### src/rtl/sar_logic.sv
// Successive-approximation register controller: samples, strobes the comparator MSB-first,
// builds the trial DAC code and publishes the result with a one-cycle done pulse.
module sar_logic #(
  parameter int N             = 8,
  parameter int SAMPLE_CYCLES = 2,
  parameter int TIMEOUT       = 16
) (
  input  logic         clk,
  input  logic         rst,
  input  logic         start,
  input  logic         cmp_rdy,
  input  logic         cmp_out,
  output logic         sample,
  output logic         cmp_en,
  output logic [N-1:0] dac_code,
  output logic [N-1:0] dout,
  output logic         done,
  output logic         busy,
  output logic         timeout_err
);

  localparam int IW = (N > 1) ? $clog2(N) : 1;
  localparam int TW = $clog2(TIMEOUT + 1);
  localparam int SW = $clog2(SAMPLE_CYCLES + 1);

  typedef enum logic [2:0] {
    S_IDLE,
    S_SAMPLE,
    S_STROBE,
    S_WAIT,
    S_DONE
  } state_t;

  state_t         state_q, state_d;
  logic [IW-1:0]  idx_q, idx_d;
  logic [TW-1:0]  tmo_q, tmo_d;
  logic [SW-1:0]  scnt_q, scnt_d;
  logic [N-1:0]   code_q, code_d;
  logic [N-1:0]   dout_q, dout_d;
  logic           done_q, done_d;
  logic           terr_q, terr_d;
  logic           decide;
  logic           bit_val;

  always_ff @(posedge clk or posedge rst) begin
    if (rst) begin
      state_q <= S_IDLE;
      idx_q   <= '0;
      tmo_q   <= '0;
      scnt_q  <= '0;
      code_q  <= '0;
      dout_q  <= '0;
      done_q  <= 1'b0;
      terr_q  <= 1'b0;
    end else begin
      state_q <= state_d;
      idx_q   <= idx_d;
      tmo_q   <= tmo_d;
      scnt_q  <= scnt_d;
      code_q  <= code_d;
      dout_q  <= dout_d;
      done_q  <= done_d;
      terr_q  <= terr_d;
    end
  end

  always_comb begin
    state_d = state_q;
    idx_d   = idx_q;
    tmo_d   = tmo_q;
    scnt_d  = scnt_q;
    code_d  = code_q;
    dout_d  = dout_q;
    done_d  = 1'b0;
    terr_d  = terr_q;
    decide  = 1'b0;
    bit_val = 1'b0;

    case (state_q)
      S_IDLE: begin
        if (start) begin
          state_d = S_SAMPLE;
          terr_d  = 1'b0;
          code_d  = '0;
          idx_d   = IW'(N - 1);
          scnt_d  = '0;
        end
      end

      S_SAMPLE: begin
        if (scnt_q == SW'(SAMPLE_CYCLES - 1)) begin
          code_d[N-1] = 1'b1;
          state_d     = S_STROBE;
        end else begin
          scnt_d = scnt_q + 1'b1;
        end
      end

      S_STROBE: begin
        tmo_d   = '0;
        state_d = S_WAIT;
      end

      S_WAIT: begin
        // A real decision on the expiry cycle takes priority over the forced zero.
        if (cmp_rdy) begin
          decide  = 1'b1;
          bit_val = cmp_out;
        end else if (tmo_q == TW'(TIMEOUT - 1)) begin
          decide  = 1'b1;
          bit_val = 1'b0;
          terr_d  = 1'b1;
        end else if (tmo_q != TW'(TIMEOUT)) begin
          tmo_d = tmo_q + 1'b1;
        end

        if (decide) begin
          code_d[idx_q] = bit_val;
          if (idx_q != '0) begin
            code_d[idx_q - 1'b1] = 1'b1;
            idx_d                = idx_q - 1'b1;
            state_d              = S_STROBE;
          end else begin
            dout_d  = code_d;
            done_d  = 1'b1;
            state_d = S_DONE;
          end
        end
      end

      S_DONE: begin
        state_d = S_IDLE;
      end

      default: begin
        state_d = S_IDLE;
      end
    endcase
  end

  // Strobes decode straight from the state register, so they cannot overlap.
  assign sample      = (state_q == S_SAMPLE);
  assign cmp_en      = (state_q == S_STROBE);
  assign busy        = (state_q != S_IDLE);
  assign dac_code    = code_q;
  assign dout        = dout_q;
  assign done        = done_q;
  assign timeout_err = terr_q;

endmodule

### config.mk
export PLATFORM = sky130hd
export DESIGN_NAME = sar_logic
export DESIGN_NICKNAME = d
export VERILOG_FILES = /design/src/rtl/sar_logic.sv
export SDC_FILE = /design/constraint.sdc
export NUM_CORES = 1
export LEC_CHECK = 0
export BUFFER_PORTS_ARGS = -buffer_cell sky130_fd_sc_hd__buf_4
export CAP_MARGIN = 20
export CORE_MARGIN = 1.5
export CORE_UTILIZATION = 55
export DETAILED_ROUTE_END_ITERATION = 7
export PLACE_DENSITY = 0.8
export SYNTH_ARGS = -nofsm -noshare
export SYNTH_HDL_FRONTEND = slang
export SYNTH_SLANG_ARGS = --single-unit
### constraint.sdc
create_clock -name clk -period 4.1 [get_ports clk]
set_input_delay 0.615 -clock clk [delete_from_list [all_inputs] [get_ports clk]]
set_output_delay 0.615 -clock clk [all_outputs]
set_load 0.05 [all_outputs]
* After elaboration in Yosys (flattened, before gate mapping)
Cells that the tools add are included.
** Operators by class
- Add/subtract/negate cells :: 3
- $lt $le $gt $ge :: 4
- Eq/ne operators :: 15
- Mux-type cells :: 39
- Bitwise operators :: 2
- Reductions and logical operators :: 17
** Operators with widths (number)
- $mux 8 :: 3
- $mux 3 :: 7
- $ne 2x2->1 const B :: 8
- $reduce_and 4->1 :: 4
- $mux 5 :: 3
- $mux 1 :: 14
- $pmux 7 s2 :: 1
- $pmux 3 s4 :: 1
- $reduce_and 3->1 :: 4
- $pmux 5 s2 :: 1
- $reduce_bool 3->1 :: 3
- $bwmux 8 :: 1
- $lt 3x4->1 const B :: 2
- $or 8x8->8 :: 1
- $demux 1 s3 :: 2
- $eq 3x2->1 const B :: 2
- $ge 3x1->1 const B :: 2
- $pmux 3 s2 :: 1
- $reduce_bool 2->1 :: 3
- $add 5x1->5 const B :: 1
- $eq 5x4->1 const B :: 1
- $ne 5x5->1 const B :: 1
- $mux 2 :: 2
- $pmux 2 s2 :: 1
- 10 further kinds :: 11
** Storage, ports and cells
- Register bits after elaboration :: 31
- Input bits :: 5
- Output and inout port bits :: 21
- Word-level logic and storage cells :: 89

* Depth between registers and ports, before layout
Gate-level depths: netlist of the first run.
- Depth in word-level cells :: 9
- Depth in mapped cells :: 8
- Gate-level depth less buffers :: 7

* Least setup slack after synthesis of the first run
OpenSTA, ideal clock, no wires.
- Path kind :: reg-to-output
- From :: register state_q[0]
- To :: output sample
- Data arrival time :: 1.885 ns
- Setup slack :: 1.600 ns
- Cell stages (with the launch flop) :: 5
- Buffers on the path :: 2
- Cell sequence :: dfrtp_1 buf_4 inv_1 buf_2 nor3_1
** Between the ends
- Cells in the longest elaborated chain, start to end :: 1
** Ends and longest elaborated chain
- start: declaration :: RTL line 34 : state_t state_q, state_d;
- start signal: assignment :: RTL line 56 : state_q <= state_d;
- $eq 3x1->1 :: RTL line 142 : assign sample = (state_q == S_SAMPLE);
- end: declaration :: RTL line 13 : output logic sample,
No other way between the ends.

* Worst setup path after layout of the first run
Ends and elaborated chain as after synthesis.

==> run metrics, run 1 <==
worst reg2reg setup slack between 1500 and 2000 ps; Critical Path End sample; Ys Warns 0; number of global-route vias before repair 1373; Synth top area share between 40% and 50%; area taken by multi-input logic gates just under 900 µm²; Clock Sink Count 31; die area 3540 µm²; DP HPWL roughly 2.5 mm; Tmin final between 2000 and 2500 ps; 1st-iter DRT viols roughly 50; Net Sw Frac 49.8%; Yosys reg bits 31; clock tree buffer depth 2; GPL Wtd Cong ~0.86; n_diodes 0; FP Rows 20; global-route usage over all layers between 20% and 30%; CP arrival 1760 ps; die height between 50 and 60 µm; # setup viols final 0; initial antenna violation count 0; Routed WL 3.74 mm; first-pass GRT wire length around 6.2 mm; syn nets 191; Worst-Skew Late Latency 340 ps; Leak 0.000940 µW; Final Util 66.4%; Core Box Area around 3100 µm²; gr ovfl total 0; max-slew violations 0; Cell Area, Synth 1760 µm²; VDD IR max 0.453 mV; Critical R2R Launch idx_q[0]$_DFFE_PP0P_; CP Class reg2out; max cap viols 0; Starting Density ~58%; DRC 0; clk slew on worst S/H paths about 110 ps; total negative slack 0 ps; Layout area overhead 15.5%; switching power roughly 910 µW; Post-synth top cells dfrtp_1 (31), nor2_1 (18), a21oi_1 (14), inv_1 (12), o21ai_0 (12); P per Cell Area between 800 and 900 nW/µm²; Post-CTS Setup Bufs 0; CP Capture Type primary output; Comb pwr share 54.5%; # IOs 26; WL/cell ~15 µm; Final ANT Viol Nets 0; pin count of the biggest net entering global routing 32; Worst Skew about 12 ps; RSZ-0062 raised after global routing false; Synth Area per Inst about 9.8 µm²; count leader, synth dfrtp_1; Final nets between 200 and 250; Fill cells 253; worst reg2reg path depth 5; fraction of registers with async set/reset 100%; DR vias approximately 1500; share of post-route cells with drive strength above 1 around 22%; CTS tree built; Pre-antenna DRT Iters 4; PortBufs 25; Gates resized, CTS repair 0; Synth area leader dfrtp_1; die width between 50 and 60 µm; Worst slew margin between 50% and 60%; predominant post-synthesis flop cell dfrtp_1; FMAX around 420 MHz; worst slew pin tran a little under 700 ps; Critical Path Source state_q[0]$_DFFE_PP0P_; Seq pwr share a little under a third; Post-synth EDFFs 0; final hold viol count 0; Clk pwr share approximately 14%; Root Buffer clkbuf_4; Int Pwr 915 µW; # H-tree levels 2; status complete, no violations; most area-consuming cells after synthesis dfrtp_1 (44%), mux2i_1 (6.3%), ha_1 (4.3%); library cells used by synthesis 43; CTS buffer count 5; DR vias/cell 5.85; reg2reg end dout[7]$_DFFE_PP0P_; Worst Path Required roughly 3500 ps; CP Launch Type flip-flop; register area share after synthesis between 40% and 50%; CP max FO 13; worst min path class in2async; Register Area 776 µm²; hold buffer count at CTS 0; Final period util about 58%; Mapped Cells between 150 and 200
[routing by layer]
metal  wire length (µm)  up-vias  track usage (%)
li1                   -      699                -
met4                 78        0             9.52
met2               1710       54             35.9
met1               1750      688             31.9
met5                  0        -                0
met3                205       10             7.42
[layout make-up]
type	instances	area share (%)
clock buffers	6	2.53
well taps	44	2.71
multi-input cells	127	42.9
flip-flops and latches	31	38.2
repair buffers	26	9.62
inverters	12	2.22
clock inverters	2	1.73
[power by group through the flow]
stage / Clock [µW] / Sequential [µW] / Combinational, µW
floorplan: 0 / 755 / 572
global placement: 0 / 568 / 968
detailed placement: 0 / 578 / 987
CTS: 260 / 572 / 992
global route: 275 / 594 / 1080
finish: 255 / 574 / 995
[stage by stage]
| stage | instances | hold slack (ps) | power [µW] | area [µm²] | setup slack (ps) |
|---|---|---|---|---|---|
| 5_1_grt | 248 | 373 | 1950 | 2030 | 1640 |
| 4_1_cts | 248 | 353 | 1820 | 2030 | 1750 |
| 6_report | 248 | 347 | 1820 | 2030 | 1730 |
| 3_5_place_dp | 240 | 499 | 1570 | 1940 | 1880 |
| 2_1_floorplan | 180 | 471 | 1330 | 1760 | 1600 |
| 3_3_place_gp | 240 | 483 | 1540 | 1940 | 1980 |
[flip-flops by register name, indices dropped and copies added, names as in the netlist]
register     count
dac_code         8
idx_q            3
done             1
timeout_err      1
scnt_q           2
state_q          3
tmo_q            5
dout             8
[worst min-delay path by stage]
| stage | start | end | slack (ps) | depth (start not counted) |
|---|---|---|---|---|
| floorplan | scnt_q[1]$_DFFE_PP0P_ | scnt_q[1]$_DFFE_PP0P_ | 470 | 2 |
| global placement | scnt_q[1]$_DFFE_PP0P_ | scnt_q[1]$_DFFE_PP0P_ | 480 | 2 |
| detailed placement | timeout_err$_DFFE_PP0P_ | timeout_err$_DFFE_PP0P_ | 500 | 1 |
| CTS | rst | idx_q[1]$_DFFE_PP0P_ | 350 | 3 |
| global route | rst | dout[4]$_DFFE_PP0P_ | 370 | 3 |
| finish | rst | dout[4]$_DFFE_PP0P_ | 350 | 3 |
[placed cells by master, fill, tap and decap left out, drive strengths merged, types with 3 or more instances in the layout]
cell type  Yosys  layout
nand3b         4       4
buf            8      26
clkbuf         2       6
a21oi         16      16
a22o           7       7
dfrtp         31      31
nand2          9       9
inv           12      12
nor3           5       5
nor2          19      19
mux2i         11      11
nor3b          8       8
ha             6       6
o22ai          3       3
o21ai         12      12
[worst max-delay path, stage by stage (launching register included)]
cell and delay (ps):
dfrtp_1 640, inv_1 300, nor3_1 250, buf_4 230
[kinds of logic after synthesis]
kind of cell | after synthesis | share of synthesized area [%]
buf+inv | 22 | 6.27
fa+ha+maj | 6 | 4.27
flops | 31 | 44.2
mux | 12 | 6.91
simple gates | 58 | 18.9
compound gates | 51 | 19.5
No activity file was read; power rests on OpenSTA's default activity.
==> inputs of run 2 (changes only) <==
- ABC_AREA: unset -> 1
- clock period: 4.1 -> 2.3 ns (I/O delays scaled with it)
==> run metrics, run 2 <==
status complete, no violations; Critical R2R Launch idx_q[0]$_DFFE_PP0P_; Worst slew margin 73.3% (+19 points); RSZ-0062 raised after global routing false; CP most frequent cell nand2_1; # IOs 26 (unchanged); critical path's largest stage delay 560 ps (-80 ps); die width 60.2 µm (+1.1%); # setup viols final 0 (unchanged); Clock Sink Count 31 (unchanged); Worst-Skew Late Latency 330 ps (about the same); predominant post-synthesis flop cell dfrtp_1; clock tree buffer depth 2 (unchanged); Synth area leader dfrtp_1; # H-tree levels 2 (unchanged); library cells used by synthesis 25 (-42%); max cap viols 0 (unchanged); CP arrival 2230 ps (+470 ps); Post-synth top cells nand2_1 (75), dfrtp_1 (31), inv_1 (28), nor2_1 (26), nand3_1 (20); CTS tree built; gr ovfl total 0 (unchanged); number of global-route vias before repair 1384 (+0.80%); reg2reg end dac_code[4]$_DFFE_PP0P_; DRC 0 (unchanged); n_diodes 0 (unchanged); worst slew pin tran 396 ps (-289 ps); syn nets 253 (+32%); global-route usage over all layers 22.9% (-0.96 points); DR vias 1620 (+12%); CP bufs+invs 2 (unchanged); placed insts 308 (+28%); worst reg2reg setup slack 350 ps (-1510 ps); worst min path class in2async; total negative slack 0 ps (unchanged); fraction of registers with async set/reset 100% (unchanged); Starting Density 58.4% (+0.83 points); PnR worst setup slack 346 ps (-1380 ps); DP Worst Slack 436 ps (-1440 ps); final hold viol count 0 (unchanged); Gates resized, CTS repair 0 (unchanged); non-filler cells, final 316 (+27%); P per Cell Area 1570 nW/µm² (+75%); most frequent cells in the layout nand2_1 (75), dfrtp_1 (31), inv_1 (28); die area 3620 µm² (+2.2%); count leader, synth nand2_1; crit path cell chain clkinv_1 -> ha_1 -> inv_1 -> nor2_1 -> nor2_1 -> nand3_1 -> nand2_1 -> nand2_1 -> nand2_1; routed length on met3 250 µm (+22%); met2 WL post-DR 1.59 mm (-6.7%); initial antenna violation count 0 (unchanged); met1 layer wirelength in the final routing 1.76 mm (+0.92%); CP Class reg2reg; CP Capture Type flip-flop; Post-CTS Setup Bufs 0 (unchanged); hold buffer count at CTS 0 (unchanged); WL/cell 11.6 µm (-23%); Core Box Area 3080 µm² (+0.82%); GPL Wtd Cong 0.904 (+5.7%); CP Launch Type flip-flop; Ys Warns 0 (unchanged); Synth top area share 43.2% (-0.98 points); FMAX 512 MHz; Leak 0.00116 µW (+23%); Pre-antenna DRT Iters 5 (+1); Layout area overhead 16.8%; max-slew violations 0 (unchanged); Min Hold Slack 78.3 ps (-268 ps); Register Area 776 µm² (unchanged); clk slew on worst S/H paths 100 ps (about the same); FP Rows 20 (unchanged); Routed WL 3.66 mm (-2.1%); Final ANT Viol Nets 0 (unchanged); leading cell type in the layout, fill and taps excluded nand2_1; die height 60.2 µm (+1.1%); most area-consuming cells after synthesis dfrtp_1 (43%), nand2_1 (16%), inv_1 (5.8%); CP max FO 11 (-2); 1st-iter DRT viols 89 (+75%); Final period util 84.9%; PortBufs 25 (unchanged); Fill cells 281 (+11%); DR vias/cell 5.13 (-12%); DP HPWL 2.62 mm (+6.5%); worst reg2reg path depth 9 (+4); CTS buffer count 5 (unchanged); Root Buffer clkbuf_4; VDD IR max 1.04 mV (+130%); Worst Skew 6.53 ps (-5.68 ps); DR top layer met4; Cell Area, Synth 1800 µm² (+2.3%); area taken by multi-input logic gates 877 µm² (+0.72%); Tmin final a little under 2000 ps; share of post-route cells with drive strength above 1 16.2% (-5.4 points); slowest library cell on the worst path dfrtp_1; first-pass GRT wire length 6.09 mm (-1.7%); Post-synth EDFFs 0 (unchanged); Worst Path Required 2580 ps (-900 ps); Final nets 282 (+32%); Top delay family on crit path simple AND/OR/NAND/NOR gates; Synth Area per Inst 7.42 µm² (-24%); Mapped Cells 242 (+34%); register area share after synthesis 43.2% (-0.98 points); Yosys reg bits 31 (unchanged); pin count of the biggest net entering global routing 32 (unchanged)
-- run 2: how the worst max path moves through the flow --
stage | startpoint | endpoint | slack [ps] | depth (start not counted)
floorplan | tmo_q[0]$_DFFE_PP0P_ | idx_q[0]$_DFFE_PP0P_ | 680 | 10
global placement | idx_q[0]$_DFFE_PP0P_ | dac_code[4]$_DFFE_PP0P_ | 460 | 9
detailed placement | idx_q[0]$_DFFE_PP0P_ | dac_code[4]$_DFFE_PP0P_ | 440 | 9
CTS | idx_q[0]$_DFFE_PP0P_ | dac_code[4]$_DFFE_PP0P_ | 390 | 9
global route | idx_q[0]$_DFFE_PP0P_ | dac_code[6]$_DFFE_PP0P_ | 100 | 9
finish | idx_q[0]$_DFFE_PP0P_ | dac_code[4]$_DFFE_PP0P_ | 350 | 9
-- run 2: layout make-up --
class / count / area share [%]
Clock buffer: 6 / 2.44
Clock inverter: 2 / 1.67
Inverter: 29 / 5.19
Multi-Input combinational cell: 178 / 41.8
Sequential cell: 31 / 37.0
Tap cell: 44 / 2.62
Timing Repair Buffer: 26 / 9.30
-- run 2: cell families (layout without fill, tap and decap cells) --
family          Yosys count  after routing  synth area share [%]
simple gates            141            141                  35.3
buf+inv                  33             63                  8.01
flops                    31             31                  43.2
compound gates           30             30                  8.77
fa+ha+maj                 6              6                  4.18
mux                       1              1                 0.557
-- run 2: power breakdown --
group	leakage, µW	internal (µW)	switching [µW]
combinational	0.000710	571	1340
sequential	0.000399	735	203
clock	0.0000482	257	189
total	0.00116	1560	1730
-- run 2: through the flow --
stage	area (µm²)	power (µW)	utilization [%]
floorplan	1800	2370	-
global placement	2010	2810	65.4
detailed placement	2010	2830	65.4
CTS	2100	3290	68.2
global route	2100	3560	68.2
finish	2100	3290	68.2
-- run 2: layer usage --
| layer | vias up | track usage [%] |
|---|---|---|
| met5 | - | 0 |
| met2 | 45 | 33.9 |
| met1 | 737 | 32.4 |
| li1 | 832 | - |
| met3 | 6 | 6.49 |
| met4 | 0 | 6.98 |
-- run 2: tightest hold or removal path: cells and delay by family --
family / cells / cell delay (ps)
buffers and inverters: 3 / 490
